### config.mk
export PLATFORM = sky130hd
export DESIGN_NAME = writeback_queue
export DESIGN_NICKNAME = d
export VERILOG_FILES = /design/src/rtl/writeback_queue.sv
export SDC_FILE = /design/constraint.sdc
export NUM_CORES = 2
export LEC_CHECK = 0
export ABC_AREA = 1
export CORE_MARGIN = 10
export CORE_UTILIZATION = 41
export DETAILED_ROUTE_END_ITERATION = 8
export GPL_ROUTABILITY_DRIVEN = 0
export PLACE_DENSITY = 0.65
export SYNTH_ARGS = -nofsm -noshare
export SYNTH_HDL_FRONTEND = slang
export SYNTH_SLANG_ARGS = --single-unit
export TNS_END_PERCENT = 10
### constraint.sdc
create_clock -name clk -period 19.2 [get_ports clk]
set_input_delay 3.84 -clock clk [delete_from_list [all_inputs] [get_ports clk]]
set_output_delay 3.84 -clock clk [all_outputs]
set_load 0.005 [all_outputs]
### src/rtl/writeback_queue.sv
// writeback_queue: multi-lane writeback stage.
// Up to LANES completed instructions enter per cycle. Load data is extracted
// and sign/zero extended on the way in. Entries sit in an in-order circular
// queue and retire up to WPORTS per cycle onto the regfile ports. At most one
// CSR write retires per cycle.
module writeback_queue #(
    parameter int LANES  = 2,
    parameter int WPORTS = 2,
    parameter int DEPTH  = 8,
    parameter int XLEN   = 64
) (
    input  logic                        clk,
    input  logic                        resetn,
    input  logic [LANES-1:0]            in_valid,
    input  logic [LANES*XLEN-1:0]       in_result,
    input  logic [LANES*XLEN-1:0]       in_rdata,
    input  logic [LANES-1:0]            in_memread,
    input  logic [LANES*2-1:0]          in_msize,
    input  logic [LANES-1:0]            in_unsigned,
    input  logic [LANES-1:0]            in_regwrite,
    input  logic [LANES*5-1:0]          in_writereg,
    input  logic [LANES-1:0]            in_csrwrite,
    input  logic [LANES*12-1:0]         in_csr_addr,
    input  logic [LANES*XLEN-1:0]       in_csr_wd,
    output logic                        in_ready,
    input  logic                        stall,
    output logic [WPORTS-1:0]           rf_valid,
    output logic [WPORTS*5-1:0]         rf_wa,
    output logic [WPORTS*XLEN-1:0]      rf_wd,
    output logic                        csr_valid,
    output logic [11:0]                 csr_wa,
    output logic [XLEN-1:0]             csr_wd,
    output logic [$clog2(WPORTS):0]     retire_cnt,
    output logic                        empty
);

    localparam int AW = $clog2(DEPTH);   // pointer width
    localparam int CW = AW + 1;          // occupancy width (0..DEPTH)
    localparam int RW = $clog2(WPORTS) + 1;

    // One queued writeback, data already extracted/extended.
    typedef struct packed {
        logic            rw;
        logic [4:0]      wr;
        logic            csr;
        logic [11:0]     caddr;
        logic [XLEN-1:0] wd;
        logic [XLEN-1:0] cwd;
    } entry_t;

    // Select the addressed byte/half/word from an aligned 64-bit read and
    // extend it. Offset bits below the access size are ignored.
    function automatic logic [XLEN-1:0] load_extract(
        input logic [XLEN-1:0] rdata,
        input logic [1:0]      sz,
        input logic            uns,
        input logic [2:0]      off
    );
        logic [7:0]      b;
        logic [15:0]     h;
        logic [31:0]     w;
        logic [XLEN-1:0] r;
        b = rdata[{off, 3'b000} +: 8];
        h = rdata[{off[2:1], 4'b0000} +: 16];
        w = rdata[{off[2], 5'b00000} +: 32];
        case (sz)
            2'd0:    r = uns ? {{(XLEN-8){1'b0}}, b}  : {{(XLEN-8){b[7]}}, b};
            2'd1:    r = uns ? {{(XLEN-16){1'b0}}, h} : {{(XLEN-16){h[15]}}, h};
            2'd2:    r = uns ? {{(XLEN-32){1'b0}}, w} : {{(XLEN-32){w[31]}}, w};
            default: r = rdata;
        endcase
        return r;
    endfunction

    entry_t            r_mem [DEPTH];
    logic [AW-1:0]     r_head;
    logic [AW-1:0]     r_tail;
    logic [CW-1:0]     r_count;

    entry_t                   w_new      [LANES];
    logic [LANES-1:0][CW-1:0] w_lane_pos;
    logic [CW-1:0]            w_enq_raw;
    logic [CW-1:0]            w_enq_n;
    logic                     w_enq_go;

    entry_t                   w_ent      [WPORTS];
    logic [WPORTS-1:0]        w_take;
    logic [WPORTS-1:0]        w_wr_ok;
    logic [RW-1:0]            w_ret_n;

    // Admission looks only at registered occupancy; a retire in the same
    // cycle does not free space for this cycle's group.
    assign in_ready = (r_count <= CW'(DEPTH - LANES));
    assign empty    = (r_count == '0);
    assign w_enq_go = in_ready;
    assign w_enq_n  = w_enq_go ? w_enq_raw : '0;

    // Build the entry each lane would store (load extraction done here).
    for (genvar i = 0; i < LANES; i++) begin : g_lane
        always_comb begin
            w_new[i].rw    = in_regwrite[i];
            w_new[i].wr    = in_writereg[i*5 +: 5];
            w_new[i].csr   = in_csrwrite[i];
            w_new[i].caddr = in_csr_addr[i*12 +: 12];
            w_new[i].cwd   = in_csr_wd[i*XLEN +: XLEN];
            w_new[i].wd    = in_memread[i]
                           ? load_extract(in_rdata[i*XLEN +: XLEN], in_msize[i*2 +: 2],
                                          in_unsigned[i], in_result[i*XLEN +: 3])
                           : in_result[i*XLEN +: XLEN];
        end
    end

    // Compact valid lanes: each lane's slot is the number of valid older lanes.
    always_comb begin
        w_enq_raw = '0;
        for (int i = 0; i < LANES; i++) begin
            w_lane_pos[i] = w_enq_raw;
            if (in_valid[i])
                w_enq_raw = w_enq_raw + CW'(1);
        end
    end

    // Write accepted lanes into storage at tail (contents need no reset).
    always_ff @(posedge clk) begin
        for (int i = 0; i < LANES; i++)
            if (resetn && w_enq_go && in_valid[i])
                r_mem[r_tail + w_lane_pos[i][AW-1:0]] <= w_new[i];
    end

    // Candidate entries for each write port, starting at head.
    always_comb begin
        for (int k = 0; k < WPORTS; k++)
            w_ent[k] = r_mem[r_head + AW'(k)];
    end

    // Retire group: longest in-order prefix bounded by ports, occupancy and
    // a single CSR write; a second CSR entry closes the group before it.
    always_comb begin
        logic open_q;
        logic csr_seen;
        open_q   = resetn && !stall;
        csr_seen = 1'b0;
        w_take   = '0;
        w_ret_n  = '0;
        for (int k = 0; k < WPORTS; k++) begin
            if (open_q && (CW'(k) < r_count) && !(w_ent[k].csr && csr_seen)) begin
                w_take[k] = 1'b1;
                w_ret_n   = w_ret_n + RW'(1);
                if (w_ent[k].csr)
                    csr_seen = 1'b1;
            end else begin
                open_q = 1'b0;
            end
        end
    end

    // A retiring entry writes the regfile only if it targets a non-zero reg.
    always_comb begin
        for (int k = 0; k < WPORTS; k++)
            w_wr_ok[k] = w_take[k] && w_ent[k].rw && (w_ent[k].wr != 5'd0);
    end

    // Regfile ports: suppress an older write shadowed by a younger one to the
    // same register in the same group so the regfile sees only the last writer.
    always_comb begin
        rf_valid = '0;
        rf_wa    = '0;
        rf_wd    = '0;
        for (int k = 0; k < WPORTS; k++) begin
            rf_valid[k] = w_wr_ok[k];
            for (int j = k + 1; j < WPORTS; j++)
                if (w_wr_ok[j] && (w_ent[j].wr == w_ent[k].wr))
                    rf_valid[k] = 1'b0;
            if (rf_valid[k]) begin
                rf_wa[k*5 +: 5]       = w_ent[k].wr;
                rf_wd[k*XLEN +: XLEN] = w_ent[k].wd;
            end
        end
    end

    // CSR port carries the (at most one) CSR entry in the retire group.
    always_comb begin
        csr_valid = 1'b0;
        csr_wa    = '0;
        csr_wd    = '0;
        for (int k = 0; k < WPORTS; k++) begin
            if (w_take[k] && w_ent[k].csr) begin
                csr_valid = 1'b1;
                csr_wa    = w_ent[k].caddr;
                csr_wd    = w_ent[k].cwd;
            end
        end
    end

    assign retire_cnt = w_ret_n;

    // Queue pointers and occupancy; reset discards every entry.
    always_ff @(posedge clk) begin
        if (!resetn) begin
            r_head  <= '0;
            r_tail  <= '0;
            r_count <= '0;
        end else begin
            r_head  <= r_head + AW'(w_ret_n);
            r_tail  <= r_tail + w_enq_n[AW-1:0];
            r_count <= r_count + w_enq_n - CW'(w_ret_n);
        end
    end

endmodule

==> flow_summary.ini <==
[clock_tree]
htree_levels = 4
clock_path_buffers = 3
post-cts-setup-buffer-count = 0
cts_buffers = 136
insertion_delay_ps = 800
clkTransAtPathRegs_ps = 60
ctsResizeCount = 0
cts_tree = done
clock-root-buffer = clkbuf_16
clock_sinks = 1186
cts.hold.buffers_added = 0

[worst_setup_path]
worstPathMaxFanout = 37
cp.arrival_ps = 7460
cp.required_ps = 15360
end_kind = output pin
cp-start-kind = input port
worst-setup-path-type = input port to output pin
reg2reg_depth = 13

[finish]
drive_gt1_frac = 0.0489
fin_cells = 12800
final_common_cell = nand2_1
syn_to_final_growth_pct = 13.9
fillers = 17900
postLayoutCoreUtil = 0.470
layout_common_cells = 3,235 x nand2_1, 1,299 x o21ai_0, 1,176 x edfxtp_1
nets = 10600

[detailed_routing]
num_vias = 78900
firstDrtPassIters = 8
vias_per_cell = 6.18
drt-initial-drc-count = 11600
drcViolationCount = 0
avgRoutedWirePerCell_um = 26.5
ant_nets = 0
wl_um = 338000

[floorplan]
die_x_um = 455
num_rows = 159
core_sq_um = 188000
io_pins = 656
die_height_um = 455
die_area_sq_um = 207000
start_util = 0.413

[synth]
syn_inst = 10200
synth-seq-cells = 1186
netlist.top_cell.by_area = edfxtp_1
synth_top_area_frac = 0.454
yosys_warnings = 0
async_flop_share = 0
synthXorXnorAreaFrac = 0.000660
synth_nets = 10700
yosysUniqueCellTypes = 54
synth_compound_area_frac = 0.181
synth_top_family_by_area = simple AND/OR/NAND/NOR gates
synthFlopType = edfxtp_1
synth-edff-count = 1176
netlist_top_cells_area = edfxtp_1 45%, nand2_1 16%, o21ai_0 8.4%
synthMuxAreaShare = 0
avgSynthCellArea_sq_um = 7.59
synth_area_sq_um = 77700
yosys.area_share.simple = 0.281
synthAdderAreaFrac = 0.00312
seq_area_frac_synth = 0.457

[place]
dp_hpwl_um = 203000
port_buffers = 655
dp_cells = 12500

[grt]
antenna_found_initial = 27
grt_pass1_vias = 74100
grt-ovfl-total = 0
track_usage = 0.310
grt_max_degree = 262
grt_pass1_wl_um = 483000

[timing]
hold_viol = 0
fin_crit_ps = 11300
rsz0062_at_grt = no
setup_violations = 0
finalCritPeriodShare = 0.589
fin_worst_skew_ps = 20.5
maxSlewViolCount = 0
slew_headroom = 0.119
finalSetupTns_ps = 0
fmax_mhz = 88.5
tightest_slew_ps = 1310

[power]
power_density_nw_per_um2 = 120
total_power_mw = 10.6
ir_drop_uv = 111
leakage_nw = 33.1

[run_status]
outcome = finished, final reports clean

[run]
drv_cap = 0

[min_path]
hp-class = flip-flop to flip-flop
min_delay_path_depth = 2
[metal layers]
layer	wire length (um)	up-vias	track usage
met5	99	-	0
met4	26900	16	0.229
met3	42000	1261	0.0663
met2	152000	5902	0.494
met1	117000	36600	0.370
li1	-	35200	-
[area by class of cell]
type                       instances  area [sq um]  area share
multi-input combinational       7661         36400       0.412
clock inverter                    81           723     0.00817
antenna                           16          40.0    0.000453
clock buffer                     159          3530      0.0399
sequential                      1186         35500       0.402
timing repair buffer             770          7490      0.0847
inverter                         409          1630      0.0184
tap                             2495          3120      0.0353
[kinds of logic after synthesis]
logic type,after synthesis
AND/OR/NAND/NOR,5157
AO/OA/AOI/OAI,2482
buffers and inverters,1393
flip-flops,1186
adder cells (fa/ha/maj),17
XOR/XNOR,5
[worst max-delay path: stages]
cell             delay [ps]
clkdlybuf4s50_1         620
inv_1                   210
nor3_2                  420
nand2_4                 230
buf_4                   320
buf_4                   350
o32ai_1                 720
clkdlybuf4s50_1         660
[power by group]
| part | total, mW | internal (mW) | leakage (nW) | switching, mW |
|---|---|---|---|---|
| Sequential | 3.29 | 3.18 | 10.8 | 0.115 |
| Clock | 2.56 | 1.43 | 2.10 | 1.12 |
| Combinational | 4.79 | 1.37 | 20.2 | 3.43 |
| Total | 10.6 | 5.98 | 33.1 | 4.66 |
[through the flow]
step           worst slack [ps]  hold slack [ps]  instance area, sq um
3_5_place_dp               7920              629                 84200
4_1_cts                    7910              647                 88400
6_report                   7900              647                 88500
3_3_place_gp               8060              612                 84200
5_1_grt                    7820              675                 88500
2_1_floorplan              3940              551                 77700
[registers in the layout, summed over array words and instances (netlist names)]
signal,cells
r_mem,1176
r_tail,3
r_head,3
r_count,4
[cell usage after synthesis, types with 68 or more instances]
cell type,count
a21oi_1,500
a221oi_1,76
a31oi_1,75
buf_1,91
buf_2,409
clkbuf_1,415
edfxtp_1,1176
inv_1,391
nand2_1,3244
nand3_1,1077
nor2_1,667
o21ai_0,1307
o21ai_1,94
o221ai_1,139
o22ai_1,91
o32ai_1,76
or2_2,68
[worst paths after layout]
kind	end	startpoint	slack, ps
setup / recovery	csr_wa[5]	resetn	7900
hold / removal	r_tail[2]	r_tail[2]	650
setup reg to reg	r_mem[3][131]	r_tail[0]	13960
hold reg to reg	r_tail[2]	r_tail[2]	650
Power figures use the tool's default switching activity.
